$ cat src/rtl/mult_pkg.sv
// Shared definitions for the pipelined multiplier: per-beat mode encoding
// and the fixed input-to-output latency of the pipeline.
package mult_pkg;

    typedef enum logic {
        MODE_EXACT  = 1'b0,
        MODE_APPROX = 1'b1
    } mode_e;

    localparam int MULT_LATENCY = 3;

endpackage

$ cat src/rtl/pipe_stage.sv
// One valid/ready register slice. The slice loads whenever it is empty or its
// current contents leave in the same cycle, so bubbles collapse and a full
// pipeline of slices still moves one beat per cycle.
module pipe_stage
    import mult_pkg::*;
#(
    parameter int WIDTH = 8
) (
    input  logic             clk,
    input  logic             rst_n,
    input  logic             in_valid,
    output logic             in_ready,
    input  logic [WIDTH-1:0] in_data,
    output logic             out_valid,
    input  logic             out_ready,
    output logic [WIDTH-1:0] out_data
);

    logic             valid_reg;
    logic [WIDTH-1:0] data_reg;

    // Ready depends only on our own valid bit and the downstream ready.
    assign in_ready  = !valid_reg || out_ready;
    assign out_valid = valid_reg;
    assign out_data  = data_reg;

    // Slice register: payload only changes on a real transfer so it holds while stalled.
    always_ff @(posedge clk) begin
        if (!rst_n) begin
            valid_reg <= 1'b0;
            data_reg  <= '0;
        end else if (in_ready) begin
            valid_reg <= in_valid;
            if (in_valid) begin
                data_reg <= in_data;
            end
        end
    end

endmodule

$ cat src/rtl/pp_gen.sv
// Partial-product generator: row i is x gated by y[i], already shifted to its
// column weight, in a 2*Bitwidth wide field.
module pp_gen #(
    parameter int Bitwidth = 8
) (
    input  logic [Bitwidth-1:0]                   x,
    input  logic [Bitwidth-1:0]                   y,
    output logic [Bitwidth-1:0][2*Bitwidth-1:0]   rows
);

    generate
        for (genvar gi = 0; gi < Bitwidth; gi++) begin : g_row
            assign rows[gi] = {{Bitwidth{1'b0}}, x & {Bitwidth{y[gi]}}} << gi;
        end
    endgenerate

endmodule

$ cat src/rtl/pp_reduction_approx2.sv
// Approximate (approx2) reduction: same even/odd row split as the exact tree,
// but rows within each group are merged with a carry-free OR instead of an
// adder. The final pp1 + (pp2 << 1) is still a true addition.
module pp_reduction_approx2 #(
    parameter int Bitwidth = 8
) (
    input  logic [Bitwidth-1:0][2*Bitwidth-1:0] rows,
    output logic [2*Bitwidth-1:0]               pp1,
    output logic [2*Bitwidth-1:0]               pp2
);

    logic [2*Bitwidth-1:0] odd_or;

    // Carry-free merge of even and odd rows.
    always_comb begin
        pp1    = '0;
        odd_or = '0;
        for (int i = 0; i < Bitwidth; i++) begin
            if ((i % 2) == 0) begin
                pp1 = pp1 | rows[i];
            end else begin
                odd_or = odd_or | rows[i];
            end
        end
        pp2 = odd_or >> 1;
    end

endmodule

$ cat src/rtl/pp_reduction_exact.sv
// Exact reduction of the partial-product rows into two rows such that
// pp1 + (pp2 << 1) == x*y: even rows are summed into pp1, odd rows are summed
// and pre-shifted right by one (their bit 0 is always zero) into pp2.
module pp_reduction_exact #(
    parameter int Bitwidth = 8
) (
    input  logic [Bitwidth-1:0][2*Bitwidth-1:0] rows,
    output logic [2*Bitwidth-1:0]               pp1,
    output logic [2*Bitwidth-1:0]               pp2
);

    logic [2*Bitwidth-1:0] odd_sum;

    // Carry-propagating accumulation of even and odd rows.
    always_comb begin
        pp1     = '0;
        odd_sum = '0;
        for (int i = 0; i < Bitwidth; i++) begin
            if ((i % 2) == 0) begin
                pp1 = pp1 + rows[i];
            end else begin
                odd_sum = odd_sum + rows[i];
            end
        end
        pp2 = odd_sum >> 1;
    end

endmodule

$ cat src/rtl/mult_pipe.sv
// Three-stage valid/ready multiplier. S1 captures operands, mode and tag; S2
// captures the two reduced rows chosen by the beat's mode; S3 captures the
// final sum pp1 + (pp2 << 1). Mode and tag travel with every beat.
module mult_pipe
    import mult_pkg::*;
#(
    parameter int Bitwidth = 8,
    parameter int TAG_W    = 4
) (
    input  logic                  clk,
    input  logic                  rst_n,
    input  logic                  in_valid,
    output logic                  in_ready,
    input  logic [Bitwidth-1:0]   x,
    input  logic [Bitwidth-1:0]   y,
    input  logic                  mode,
    input  logic [TAG_W-1:0]      in_tag,
    output logic                  out_valid,
    input  logic                  out_ready,
    output logic [2*Bitwidth-1:0] res,
    output logic [TAG_W-1:0]      out_tag,
    output logic                  out_mode
);

    localparam int PW   = 2 * Bitwidth;
    localparam int S1_W = 2 * Bitwidth + 1 + TAG_W;
    localparam int S2_W = 2 * PW + 1 + TAG_W;
    localparam int S3_W = PW + 1 + TAG_W;

    // ---------------- S1: operands ----------------
    logic                s1_valid;
    logic                s2_ready;
    logic [S1_W-1:0]     s1_data;
    logic                s1_mode;
    logic [TAG_W-1:0]    s1_tag;
    logic [Bitwidth-1:0] s1_x;
    logic [Bitwidth-1:0] s1_y;

    pipe_stage #(.WIDTH(S1_W)) u_s1 (
        .clk       (clk),
        .rst_n     (rst_n),
        .in_valid  (in_valid),
        .in_ready  (in_ready),
        .in_data   ({mode, in_tag, x, y}),
        .out_valid (s1_valid),
        .out_ready (s2_ready),
        .out_data  (s1_data)
    );

    assign s1_mode = s1_data[S1_W-1];
    assign s1_tag  = s1_data[S1_W-2 -: TAG_W];
    assign s1_x    = s1_data[2*Bitwidth-1:Bitwidth];
    assign s1_y    = s1_data[Bitwidth-1:0];

    // ---------------- S2: reduced rows ----------------
    logic [Bitwidth-1:0][PW-1:0] rows;
    logic [PW-1:0]               exact_pp1;
    logic [PW-1:0]               exact_pp2;
    logic [PW-1:0]               approx_pp1;
    logic [PW-1:0]               approx_pp2;
    logic [PW-1:0]               pp1_sel;
    logic [PW-1:0]               pp2_sel;
    logic                        s2_valid;
    logic                        s3_ready;
    logic [S2_W-1:0]             s2_data;
    logic                        s2_mode;
    logic [TAG_W-1:0]            s2_tag;
    logic [PW-1:0]               s2_pp1;
    logic [PW-1:0]               s2_pp2;

    pp_gen #(.Bitwidth(Bitwidth)) u_pp_gen (
        .x    (s1_x),
        .y    (s1_y),
        .rows (rows)
    );

    pp_reduction_exact #(.Bitwidth(Bitwidth)) u_red_exact (
        .rows (rows),
        .pp1  (exact_pp1),
        .pp2  (exact_pp2)
    );

    pp_reduction_approx2 #(.Bitwidth(Bitwidth)) u_red_approx (
        .rows (rows),
        .pp1  (approx_pp1),
        .pp2  (approx_pp2)
    );

    // Each beat picks its own reduction tree, so modes never bleed across beats.
    assign pp1_sel = (mode_e'(s1_mode) == MODE_APPROX) ? approx_pp1 : exact_pp1;
    assign pp2_sel = (mode_e'(s1_mode) == MODE_APPROX) ? approx_pp2 : exact_pp2;

    pipe_stage #(.WIDTH(S2_W)) u_s2 (
        .clk       (clk),
        .rst_n     (rst_n),
        .in_valid  (s1_valid),
        .in_ready  (s2_ready),
        .in_data   ({s1_mode, s1_tag, pp1_sel, pp2_sel}),
        .out_valid (s2_valid),
        .out_ready (s3_ready),
        .out_data  (s2_data)
    );

    assign s2_mode = s2_data[S2_W-1];
    assign s2_tag  = s2_data[S2_W-2 -: TAG_W];
    assign s2_pp1  = s2_data[2*PW-1:PW];
    assign s2_pp2  = s2_data[PW-1:0];

    // ---------------- S3: final sum ----------------
    logic [PW-1:0]   sum;
    logic [S3_W-1:0] s3_data;

    // Sum is evaluated in PW bits, so anything above 2*Bitwidth is dropped.
    assign sum = s2_pp1 + (s2_pp2 << 1);

    pipe_stage #(.WIDTH(S3_W)) u_s3 (
        .clk       (clk),
        .rst_n     (rst_n),
        .in_valid  (s2_valid),
        .in_ready  (s3_ready),
        .in_data   ({s2_mode, s2_tag, sum}),
        .out_valid (out_valid),
        .out_ready (out_ready),
        .out_data  (s3_data)
    );

    assign out_mode = s3_data[S3_W-1];
    assign out_tag  = s3_data[S3_W-2 -: TAG_W];
    assign res      = s3_data[PW-1:0];

endmodule
$ cat config.mk
export PLATFORM = sky130hd
export DESIGN_NAME = mult_pipe
export DESIGN_NICKNAME = d
export VERILOG_FILES = /design/src/rtl/mult_pkg.sv /design/src/rtl/pipe_stage.sv /design/src/rtl/pp_gen.sv /design/src/rtl/pp_reduction_approx2.sv /design/src/rtl/pp_reduction_exact.sv /design/src/rtl/mult_pipe.sv
export SDC_FILE = /design/constraint.sdc
export NUM_CORES = 1
export LEC_CHECK = 0
export ABC_AREA = 1
export BUFFER_PORTS_ARGS = -buffer_cell sky130_fd_sc_hd__buf_4
export CAP_MARGIN = 10
export CORE_MARGIN = 5
export CORE_UTILIZATION = 50
export DETAILED_ROUTE_END_ITERATION = 7
export MAX_ROUTING_LAYER = met4
export PLACE_DENSITY = 0.67
export SLEW_MARGIN = 20
export SYNTH_ARGS = -nofsm -noshare
export SYNTH_HDL_FRONTEND = slang
export SYNTH_HIERARCHICAL = 1
export SYNTH_SLANG_ARGS = --single-unit
$ cat constraint.sdc
create_clock -name clk -period 9.7 [get_ports clk]
set_input_delay 0.485 -clock clk [delete_from_list [all_inputs] [get_ports clk]]
set_output_delay 0.485 -clock clk [all_outputs]
set_load 0.02 [all_outputs]
Word level (Yosys, flattened, before mapping):

Index checks and enable logic that the tools add are counted.

* output and inout bits: 23
* bits of input ports: 25
* flip-flop bits (word level): 82

* multiplexer cells: 2
* add/subtract/negate cells: 7
* bitwise logic cells: 14
* reductions and logical operators: 9

Operators by type and width (number)
* $and 8x8->8: 8
* $add 16x12->16: 1
* $add 16x13->16: 1
* $add 16x14->16: 1
* $add 16x15->16: 1
* $add 16x16->16: 1
* $mux 16: 1
* $or 16x12->16: 1
* $or 16x13->16: 1
* $or 16x14->16: 1
* $or 16x15->16: 1
* $mux 15: 1
* $add 9x11->12: 1
* $add 8x10->11: 1
* $or 9x11->11: 1
* $or 8x10->10: 1
* $reduce_and 2->1: 3
* $logic_not 1->1: 3
* $logic_or 1x1->1: 3

Depth between registers and ports, before layout:

* word-level depth: 5
* mapped depth: 21
* depth with buffers taken out: 20

Hierarchy:

The synthesis kept the hierarchy.

Modules (own cells, without submodules)
* pp_reduction_exact: area each 3688.5 µm², times used 1, seq. area each 0.0 µm², cells each 591
* pipe_stage at u_s1 ...: area each 1032.2 µm², times used 2, seq. area each 440.4 µm², cells each 142
* pipe_stage at u_s2: area each 1716.6 µm², times used 1, seq. area each 760.7 µm², cells each 247
* mult_pipe: area each 1229.9 µm², times used 1, seq. area each 0.0 µm², cells each 191
* pp_gen: area each 1044.8 µm², times used 1, seq. area each 0.0 µm², cells each 209
* pp_reduction_approx2: area each 360.3 µm², times used 1, seq. area each 0.0 µm², cells each 95

Worst setup path after synthesis:

Ideal clock, no wire load.

* kind: reg2reg
* start: reg u_s1.data_reg[15], in the netlist u_s1/out_data[15]
* end: reg u_s2.data_reg[14], in the netlist u_s2/out_data[14]
* required time: 9585 ps
* path buffers: 1
* data arrival time: 2926 ps
* stages on the path, launching flop included: 22
* path slack: 6659 ps
* cell sequence: dfxtp_1 buf_2 nand2_1 inv_1 inv_1 fa_1 fa_1 inv_1 ha_1 nand2_2 inv_1 nand2_1 nand2_1 a21oi_1 nand2_1 nand2_1 nand2_1 mux2_2 inv_1 nand3_1 nand2_1 nor2_1

RTL lines
* from (decl): RTL line pipe_stage.sv:20 `logic [WIDTH-1:0] data_reg;`
* from (signal assigned): RTL line pipe_stage.sv:35 `data_reg <= in_data;`
* to (signal assigned): RTL line pipe_stage.sv:35
* to (decl): RTL line pipe_stage.sv:20

==> flow_summary.json <==
{
  "critical-path-top-delay-family": "adder cells",
  "cts.reportedPaths.clkPinSlew_ns": 0.06,
  "number_of_gates_on_the_worst_path_with_buffers_counted": 18,
  "achievable-frequency_ghz": 0.279,
  "grt_first_pass_wirelength_um": 36700,
  "final_weighted_congestion_in_routability_driven_placement": 0.916,
  "ys.warnings.count": 6,
  "start_util_pct": 51.2,
  "drv.max_cap_violation_count": 0,
  "critical-path-slowest-cell": "sky130_fd_sc_hd__dfxtp_1",
  "number_of_max_slew_violations_in_the_final_report": 0,
  "worstSetupStartpoint": "u_s1/out_data[15]",
  "die_w_um": 152,
  "route.antenna.remaining_nets": 0,
  "maximum_number_of_pins_on_one_net_before_global_route_repair": 82,
  "wire_per_inst_um": 11.6,
  "post_dp_cell_area_um2": 10000,
  "postLayoutCellArea_um2": 10300,
  "crit_path_end": "u_s2/out_data[14]",
  "cpPeakStageDelay_ns": 0.63,
  "worst_max_slew_pin_slew_ns": 0.936,
  "path_cells": "nand2_1 -> inv_1 -> inv_1 -> fa_1 -> fa_1 -> inv_1 -> ha_1 -> a21oi_1 -> nand2_1 -> a21oi_1 -> nand2_1 -> nand2_1 -> nand2_1 -> mux2_2 -> inv_1 -> nand3_1 -> nand2_1 -> nor2_1",
  "critical_register_to_register_path_endpoint": "u_s2/out_data[14]",
  "power.internal_uw": 793,
  "timing.hold.ws_ns": 0.451,
  "layout_setup_ws_ns": 6.12,
  "cts_hold_buffers": 0,
  "design.core.area_um2": 19600,
  "grt_overflow_total": 0,
  "insertion_delay_ns": 0.34,
  "std_cell_rows": 51,
  "reg2regPathDepth": 18,
  "timing.critical_path.required_ns": 9.94,
  "p_seq_share_pct": 30.3,
  "h-tree-depth": 3,
  "grt_pass1_vias": 7882,
  "dieArea_um2": 23000,
  "worst-endpoint-arrival_ns": 3.82,
  "hpwl_um": 17100,
  "reg2reg_slack_ns": 6.12,
  "p_comb_share_pct": 41.5,
  "pwr_density_cell_nw_per_um2": 124,
  "setup_tns_ns": 0,
  "antenna_cells_inserted": 0,
  "status": "finished clean",
  "finalHoldViolCount": 0,
  "finalNetCount": 1734,
  "rr_startpoint": "u_s1/out_data[15]",
  "syn_inst": 1606,
  "setup_repair_after_global_routing_missed_its_margin": "false",
  "antenna_violations_before_repair": 0,
  "vias_per_cell": 4.57,
  "cts_num_sinks": 81,
  "worst_hold_path_type": "input pin to flop",
  "setup.worst_path.class": "flop to flop",
  "syn2layout_area_growth_pct": 2.83,
  "clockRootBuffer": "sky130_fd_sc_hd__clkbuf_16",
  "place.port_buffers": 47,
  "cellLeakagePower_uw": 0.00585,
  "clock_tree_from_tritoncts": "built",
  "power.share.clock_pct": 28.2,
  "cts_post_setup_buffers_inserted": 0,
  "critical_path.n_buffers_inverters": 4,
  "drive_above_1_share_pct": 8.26,
  "detail_route.wirelength_um": 21800,
  "swShare_pct": 37.8,
  "io_pins": 48,
  "dp_slack_ns": 6.12,
  "die_height_um": 152,
  "drt-initial-drc-count": 468,
  "total_switching_power_uw": 481,
  "final_period_minus_worst_setup_slack_ns": 3.58,
  "fin_crit_sh_pct": 37.0,
  "critPathLaunchType": "flop",
  "worst-path-max-fanout": 9,
  "final-setup-viol-count": 0,
  "relSlewSlack_pct": 37.5,
  "max-clock-path-buffers": 2,
  "drcViolationCount": 0,
  "crit_top_cell": "sky130_fd_sc_hd__nand2_1",
  "dr.pass1.iters": 5,
  "synthesis.area_um2": 10000,
  "cts_made_buffers": 9,
  "peakVddDrop_mv": 0.0834,
  "tot_gr_track_use_pct": 20.1,
  "post_cts_resized": 0,
  "cp-end-kind": "flop",
  "vias": 8566,
  "synth.avg_cell_area_um2": 6.25,
  "skew_ns": 0.00923
}
-- registers in the layout, indices dropped and copies added (netlist names) --
| register | cells |
|---|---|
| u_s2/out_data | 36 |
| u_s1/out_data | 21 |
| u_s3/out_data | 21 |
| u_s1/out_valid | 1 |
| u_s2/out_valid | 1 |
| u_s3/out_valid | 1 |
-- metal layers --
| layer | vias to the layer above | wire length, um | share of wire (%) | GRT usage [%] |
|---|---|---|---|---|
| li1 | 4588 | - | - | - |
| met1 | 3821 | 10100 | 46 | 26.3 |
| met2 | 133 | 10600 | 49 | 33.8 |
| met3 | 24 | 724 | 3.3 | 2.32 |
| met4 | 0 | 321 | 1.5 | 4.27 |
| met5 | - | 0 | 0 | - |
-- power by group through the flow --
stage	Sequential, uW	Clock [uW]	Combinational (uW)
6_report	386	359	529
2_1_floorplan	382	0	442
5_1_grt	389	379	612
4_1_cts	386	365	516
3_5_place_dp	394	0	512
3_3_place_gp	393	0	511
-- worst min-delay path, cell delays in order --
cell                      delay [ns]
sky130_fd_sc_hd__buf_4          0.08
sky130_fd_sc_hd__inv_1          0.03
sky130_fd_sc_hd__nand3_1        0.06
sky130_fd_sc_hd__nand2_1        0.05
sky130_fd_sc_hd__nor2_1         0.07
-- placed cells by master, fill, tap and decap left out, types with 3 or more instances in the layout --
| cell | count |
|---|---|
| sky130_fd_sc_hd__clkbuf_16 | 9 |
| sky130_fd_sc_hd__xnor2_1 | 7 |
| sky130_fd_sc_hd__a21boi_1 | 3 |
| sky130_fd_sc_hd__a21oi_1 | 103 |
| sky130_fd_sc_hd__ha_1 | 43 |
| sky130_fd_sc_hd__nand2_1 | 379 |
| sky130_fd_sc_hd__a21oi_2 | 3 |
| sky130_fd_sc_hd__mux2_2 | 29 |
| sky130_fd_sc_hd__xor2_1 | 17 |
| sky130_fd_sc_hd__inv_1 | 400 |
| sky130_fd_sc_hd__and2_1 | 4 |
| sky130_fd_sc_hd__inv_2 | 4 |
| sky130_fd_sc_hd__clkbuf_8 | 3 |
| sky130_fd_sc_hd__conb_1 | 64 |
| sky130_fd_sc_hd__nand4_1 | 10 |
| sky130_fd_sc_hd__nand2_2 | 18 |
| sky130_fd_sc_hd__nor2_1 | 182 |
| sky130_fd_sc_hd__nand3_1 | 116 |
| sky130_fd_sc_hd__dfxtp_1 | 80 |
| sky130_fd_sc_hd__fa_1 | 61 |
| sky130_fd_sc_hd__o21ai_0 | 3 |
| sky130_fd_sc_hd__buf_4 | 51 |
| sky130_fd_sc_hd__nor2_2 | 6 |
-- worst min-delay path by stage --
stage,from,endpoint,slack (ns),cells past startpoint
2_1_floorplan,u_s1/out_data[0],u_s1/out_data[0],0.45,2
3_3_place_gp,u_s2/out_data[32],u_s2/out_data[32],0.46,2
3_5_place_dp,u_s1/out_data[17],u_s1/out_data[17],0.47,2
4_1_cts,y[2],u_s1/out_data[2],0.45,5
5_1_grt,y[2],u_s1/out_data[2],0.47,5
6_report,y[2],u_s1/out_data[2],0.45,5
-- through the flow --
stage	total power [uW]	utilization, %	cells
finish	1270	52.6	1875
CTS	1270	52.6	1875
detailed placement	906	51.0	1859
global placement	904	51.0	1859
floorplan	824	-	1669
global route	1380	52.6	1875
-- layout make-up --
type                       instances  area (um2)
sequential                        81        1620
inverter                         404        1520
multi-input combinational       1058        6140
timing repair buffer              51         383
clock inverter                     3        46.3
fill                            2078        9280
tap                              265         332
clock buffer                      13         270
Note: power is estimated with default switching activity, not from simulation.
